### config.mk
export PLATFORM = sky130hd
export DESIGN_NAME = ctrl_ramdrv_coefgen
export DESIGN_NICKNAME = d
export VERILOG_FILES = /design/src/rtl/ctrl_ramdrv_coefgen.sv
export SDC_FILE = /design/constraint.sdc
export NUM_CORES = 1
export LEC_CHECK = 0
export CAP_MARGIN = 0
export CORE_MARGIN = 2
export CORE_UTILIZATION = 56
export CTS_CLUSTER_DIAMETER = 100
export DETAILED_ROUTE_END_ITERATION = 6
export PLACE_DENSITY = 0.77
export SETUP_SLACK_MARGIN = 0.4
export SKIP_CTS_REPAIR_TIMING = 1
export SLEW_MARGIN = 20
export SYNTH_ARGS = -nofsm -noshare
export SYNTH_HDL_FRONTEND = slang
export SYNTH_SLANG_ARGS = --single-unit
### constraint.sdc
create_clock -name clk -period 8.6 [get_ports clk]
set_input_delay 2.15 -clock clk [delete_from_list [all_inputs] [get_ports clk]]
set_output_delay 2.15 -clock clk [all_outputs]
set_load 0.03 [all_outputs]
### src/rtl/ctrl_ramdrv_coefgen.sv
// Multi-channel coefficient RAM address generator: each start sweeps one channel's ring of taps.
// Define COEFGEN_TRISTATE_EN to float coef_addr when no address is valid (shared bus).
module ctrl_ramdrv_coefgen #(
    parameter int unsigned DATA_ADDRESS_WIDTH = 12,
    parameter int unsigned CHANNELS           = 4
) (
    input  logic                                clk,
    input  logic                                clr,
    input  logic                                load,
    input  logic                                start,
    input  logic [$clog2(CHANNELS)-1:0]         ch_sel,
    input  logic [DATA_ADDRESS_WIDTH-1:0]       coef_ptr,
    input  logic [DATA_ADDRESS_WIDTH-1:0]       coef_len,
    input  logic [DATA_ADDRESS_WIDTH-1:0]       coef_step,
    input  logic                                cnt_en,
    output logic [DATA_ADDRESS_WIDTH-1:0]       coef_addr,
    output logic                                addr_vld,
    output logic                                busy,
    output logic                                done,
    output logic [$clog2(CHANNELS)-1:0]         cur_ch
);
    localparam int unsigned AW = DATA_ADDRESS_WIDTH;
    localparam int unsigned CW = $clog2(CHANNELS);
    localparam logic [AW-1:0] AddrOne = AW'(1);

    typedef enum logic {StIdle, StRun} state_t;

    state_t          state_q, state_d;
    logic [AW-1:0]   base_q  [CHANNELS];
    logic [AW-1:0]   len_q   [CHANNELS];
    logic [AW-1:0]   step_q  [CHANNELS];
    logic [AW-1:0]   phase_q [CHANNELS];
    logic [AW-1:0]   abase_q, alen_q, astep_q, off_q, tap_q;
    logic [CW-1:0]   cur_ch_q;
    logic            done_q;

    logic            accept, advance, last_tap, sweep_end;
    logic [AW:0]     phase_sum;
    logic [AW-1:0]   phase_next, addr_sum;

    assign accept    = (state_q == StIdle) && start;
    assign advance   = (state_q == StRun) && cnt_en;
    assign last_tap  = (tap_q == alen_q - AddrOne);
    assign sweep_end = advance && last_tap;

    // Phase advances once per completed sweep and stays inside [0, len-1].
    assign phase_sum  = {1'b0, phase_q[cur_ch_q]} + {1'b0, astep_q};
    assign phase_next = (phase_sum >= {1'b0, alen_q}) ? AW'(phase_sum - {1'b0, alen_q})
                                                      : phase_sum[AW-1:0];

    always_comb begin
        state_d = state_q;
        unique case (state_q)
            StIdle: if (start && (len_q[ch_sel] != '0)) state_d = StRun;
            StRun:  if (sweep_end) state_d = StIdle;
            default: state_d = StIdle;
        endcase
    end

    always_ff @(posedge clk or posedge clr) begin
        if (clr) begin
            state_q  <= StIdle;
            abase_q  <= '0;
            alen_q   <= '0;
            astep_q  <= '0;
            off_q    <= '0;
            tap_q    <= '0;
            cur_ch_q <= '0;
            done_q   <= 1'b0;
        end else begin
            state_q <= state_d;
            done_q  <= 1'b0;
            if (accept) begin
                abase_q  <= base_q[ch_sel];
                alen_q   <= len_q[ch_sel];
                astep_q  <= step_q[ch_sel];
                off_q    <= phase_q[ch_sel];
                tap_q    <= '0;
                cur_ch_q <= ch_sel;
                if (len_q[ch_sel] == '0) done_q <= 1'b1;
            end
            if (advance) begin
                tap_q <= tap_q + AddrOne;
                off_q <= (off_q == alen_q - AddrOne) ? '0 : off_q + AddrOne;
                if (last_tap) done_q <= 1'b1;
            end
        end
    end

    // Table writes come after the phase update so a same-cycle load wins.
    always_ff @(posedge clk or posedge clr) begin
        if (clr) begin
            for (int i = 0; i < int'(CHANNELS); i++) begin
                base_q[i]  <= '0;
                len_q[i]   <= '0;
                step_q[i]  <= '0;
                phase_q[i] <= '0;
            end
        end else begin
            if (sweep_end) phase_q[cur_ch_q] <= phase_next;
            if (load) begin
                base_q[ch_sel]  <= coef_ptr;
                len_q[ch_sel]   <= coef_len;
                step_q[ch_sel]  <= coef_step;
                phase_q[ch_sel] <= '0;
            end
        end
    end

    assign addr_vld = advance;
    assign busy     = (state_q == StRun);
    assign done     = done_q;
    assign cur_ch   = cur_ch_q;
    assign addr_sum = abase_q + off_q;

`ifdef COEFGEN_TRISTATE_EN
    assign coef_addr = addr_vld ? addr_sum : 'z;
`else
    assign coef_addr = addr_vld ? addr_sum : '0;
`endif

endmodule

# Yosys cells after proc, flatten, opt, wreduce, memory -nomap -nowiden
# Index checks and enable logic that the tools add are counted.
# Widths: inputs -> output; s select.
[totals]
n_memories = 0
register_bits = 256
latchBits = 0
output_inout_bits = 17
rom_bits = 0
ram_bits = 0
[classes]
n_bitwise = 5
div_mod_pow = 0
n_mul = 0
mux = 39
n_eq_ne = 2
n_shift = 0
magnitude_cmp = 5
n_addsub = 6
n_reduce_logical = 9
[op_table]
columns = ["operator", "n"]
rows = [
  ["$mux 12", 19],
  ["$bwmux 48", 4],
  ["$bmux 12 s2", 5],
  ["$mux 48", 2],
  ["$and 48x48->48", 1],
  ["$demux 12 s2", 2],
  ["$not 48->48", 1],
  ["$add 12x1->12 const B", 2],
  ["$eq 12x12->1", 2],
  ["$add 12x12->13", 1],
  ["$ge 13x12->1", 1],
  ["$add 12x12->12", 1],
  ["$logic_not 12->1", 1],
  ["$reduce_bool 12->1", 1],
  ["$sub 12x1->12 const B", 1],
  ["$sub 12x12->12", 1],
  ["$ge 3x3->1 const B", 2],
  ["$logic_and 1x1->1", 6],
  ["$lt 3x1->1 const B", 2],
  ["$mux 1", 6],
  ["$not 2->3", 2],
  ["$pmux 1 s2", 1],
  ["$reduce_bool 2->1", 1],
  ["$not 1->1", 1],
]

# Depth between registers and ports, before layout
[logic_depth]
word_depth = 11
depth_mapped = 17
ltp_nobuf = 15

# Worst setup path after synthesis
# OpenSTA, ideal clock, no wires.
[synth_path]
path_kind = "input to output"
start = "input cnt_en"
end = "output coef_addr[10]"
arrival_time_ns = 3.048
slack_ns = 3.402
path_stages = 4
required_ns = 6.450
cell_sequence = "nand2_1 > clkbuf_1 > buf_1 > nor2_1"
[synth_between]
elab_chain_cells = 2
[synth_rtl]
columns = ["item", "line_no", "rtl"]
rows = [
  ["from (decl)", "15", "input logic cnt_en,"],
  ["$logic_and 1x1->1", "42", "assign advance = (state_q == StRun) && cnt_en;"],
  ["$mux 12", "119", "assign coef_addr = addr_vld ? addr_sum : '0;"],
  ["to (decl)", "16", "output logic [DATA_ADDRESS_WIDTH-1:0] coef_addr,"],
]
# Every way passes these cells.

# Final worst setup path
[layout_path]
start = "input cnt_en"
end = "output addr_vld"
[layout_between]
elab_chain_cells = 1
[layout_rtl]
columns = ["item", "line_no", "rtl"]
rows = [
  ["$logic_and 1x1->1", "42", ""],
  ["to (decl)", "17", "output logic addr_vld,"],
]
# Every way passes these cells.

==> summary.md <==
| Metric | Value |
|---|---|
| Total of max-cap violations | `0` |
| CP max FO | `26` |
| Die area | `26700 µm²` |
| Via density | `6.20` |
| DRT antenna net count | `0` |
| Pin count of the biggest net entering global routing | `71` |
| DR WL/cell | `20.2 µm` |
| Num ports | `60` |
| Number of synthesized flops with an enable pin | `0` |
| DR pass1 iterations | `5` |
| Mapped Cells | `1545` |
| Final Wtd Congestion | `0.961` |
| Critical path class | `in -> out` |
| Global route overflow | `0` |
| Nets | `1641` |
| Core Util, Final | `0.641` |
| Crit path launch type | `primary input` |
| Initial antenna violation count | `1` |
| Later-pin clock latency in the skew report | `560 ps` |
| Initial Util | `0.568` |
| Least-Margin Pin Slew | `1130 ps` |
| CTS tree | `built` |
| Area contributors post-synth | `dfrtp_1 (45%), nand2_1 (15%), mux4_2 (9.5%)` |
| Core area | `25000 µm²` |
| Synth cell types | `72` |
| Final Max Slew Viols | `0` |
| PD cells | `334 nW/µm²` |
| H-tree Lvls | `1` |
| Top cells by count, synth | `nand2_1 (571), dfrtp_1 (256), a21oi_1 (70)` |
| Die height | `163 µm` |
| Mean Syn Cell Area | `9.20 µm²` |
| Most numerous cell in the Yosys netlist | `nand2_1` |
| Worst r2r src | `cur_ch[1]` |
| Via Count | `11800` |
| Clock Tree Buf Depth | `3` |
| Worst EP arrival | `4160 ps` |
| First-pass GRT wire length | `62.8 mm` |
| Post-Syn Area | `14200 µm²` |
| DIE WIDTH | `163 µm` |
| Design Area, Final | `16000 µm²` |
| Syn_nets | `1629` |
| Post-Place Cell Area | `15000 µm²` |
| RSZ-0062 raised after global routing | `no` |
| Synth Register Bits | `256` |
| Fin crit share | `0.734` |
| Crit. End Element | `primary output` |
| F_max | `158 MHz` |
| Required @ worst endpoint | `6450 ps` |
| Total GRT Usage | `0.299` |
| Initial drt markers | `1112` |
| Hold WC Path Type | `reg -> reg` |
| P&R area growth vs syn | `12.8%` |
| DP HPWL | `24.7 mm` |
| Final WL | `38.6 mm` |
| Asr flop ratio synth | `1.00` |
| Peak VDD IR | `206 µV` |
| Hold Startpoint | `len_q[12]` |
| Worst-path clk slew | `60 ps` |
| Tmin final | `6310 ps` |
| Slew HR | `0.248` |
| Root buffer cell | `clkbuf_16` |
| Final setup violation count | `0` |
| CTS sink cnt | `256` |
| Yosys top cell area share | `0.451` |
| Biggest area consumer among synthesized cells | `dfrtp_1` |
| Setup_tns | `0 ps` |
| Ys flop type | `dfrtp_1` |
| DRC violations left | `0` |
| Setup Skew | `16.1 ps` |
| Vias in the first global route | `11800` |
| Status | `finished, final reports clean` |
| CP startpoint | `cnt_en` |
| Hold Violations, Final | `0` |
| Yosys warning total | `0` |
| Layout cells sized above 1 | `0.105` |
| Leak | `0.00741 µW` |
| Sequential cell area fraction in the yosys report | `0.451` |
| Num CTS Buffers | `27` |
| FP Rows | `58` |
| Port bufs | `59` |
[critical path, stage by stage]
cell and delay [ps]:
clkdlybuf4s50_1 490, nand2_1 390, clkinv_1 130, buf_4 270, clkdlybuf4s50_1 720
[kinds of logic after synthesis]
family	synth area share
fa+ha+maj	0.0384
buf+inv	0.0329
simple gates	0.227
flops	0.451
xor+xnor	0.0315
compound gates	0.111
mux	0.109
[placed cells by master (no fill, tap or decap), types with 14 or more instances in the layout]
cell type,instances
xor2_1,14
nand2_1,571
nor2_1,53
dfrtp_1,256
ha_1,38
nand3_1,28
o21ai_0,54
clkdlybuf4s50_1,57
inv_1,20
nor3_1,21
xnor2_1,32
clkbuf_16,27
mux2i_1,16
a211oi_1,37
buf_4,19
mux4_2,60
a21oi_1,70
[sequential cells by signal (all words and copies together) (netlist names), 2 cells and up]
register / count
base_q: 48
len_q: 48
phase_q: 48
step_q: 48
abase_q: 12
alen_q: 12
astep_q: 12
off_q: 12
tap_q: 12
cur_ch: 2
[final timing paths]
| path | slack [ps] | to | depth (start not counted) |
|---|---|---|---|
| max in group asynchronous | 4700 | phase_q[43] | 4 |
| worst max-delay path | 2290 | addr_vld | 5 |
| worst min-delay path | 470 | len_q[12] | 2 |
| min in group asynchronous | 2070 | base_q[5] | 2 |
| worst max register to register | 3050 | phase_q[7] | 15 |
| worst min register to register | 470 | len_q[12] | 2 |
[final cells by class]
type,count,area (µm²)
diodes,1,2.50
clock inverters,20,332
fillers,2001,8990
clock buffers,30,707
well taps,330,413
inverters,22,86.3
repair buffers,78,729
flip-flops and latches,256,6410
multi-input cells,1172,7370
[per-stage QoR]
step	std cells	total power, µW	hold slack (ps)	setup slack [ps]
final	1909	5360	472	2290
after global routing	1909	5670	497	2160
after CTS	1908	5330	473	2300
after detailed placement	1858	3950	457	2320
after global placement	1858	3890	451	2350
after floorplan	1545	3340	440	3080
[report_power, final]
group	internal (µW)	total (µW)	switching (µW)
sequential	1430	1700	268
clock	839	1360	517
combinational	939	2300	1360
[metal layers]
layer	GRT usage	up-vias	wire, µm
met4	0.128	0	1610
met3	0.0533	101	3090
met2	0.471	523	17900
met1	0.411	5853	16000
met5	0	-	0
li1	-	5366	-
Power figures use the tool's default switching activity.
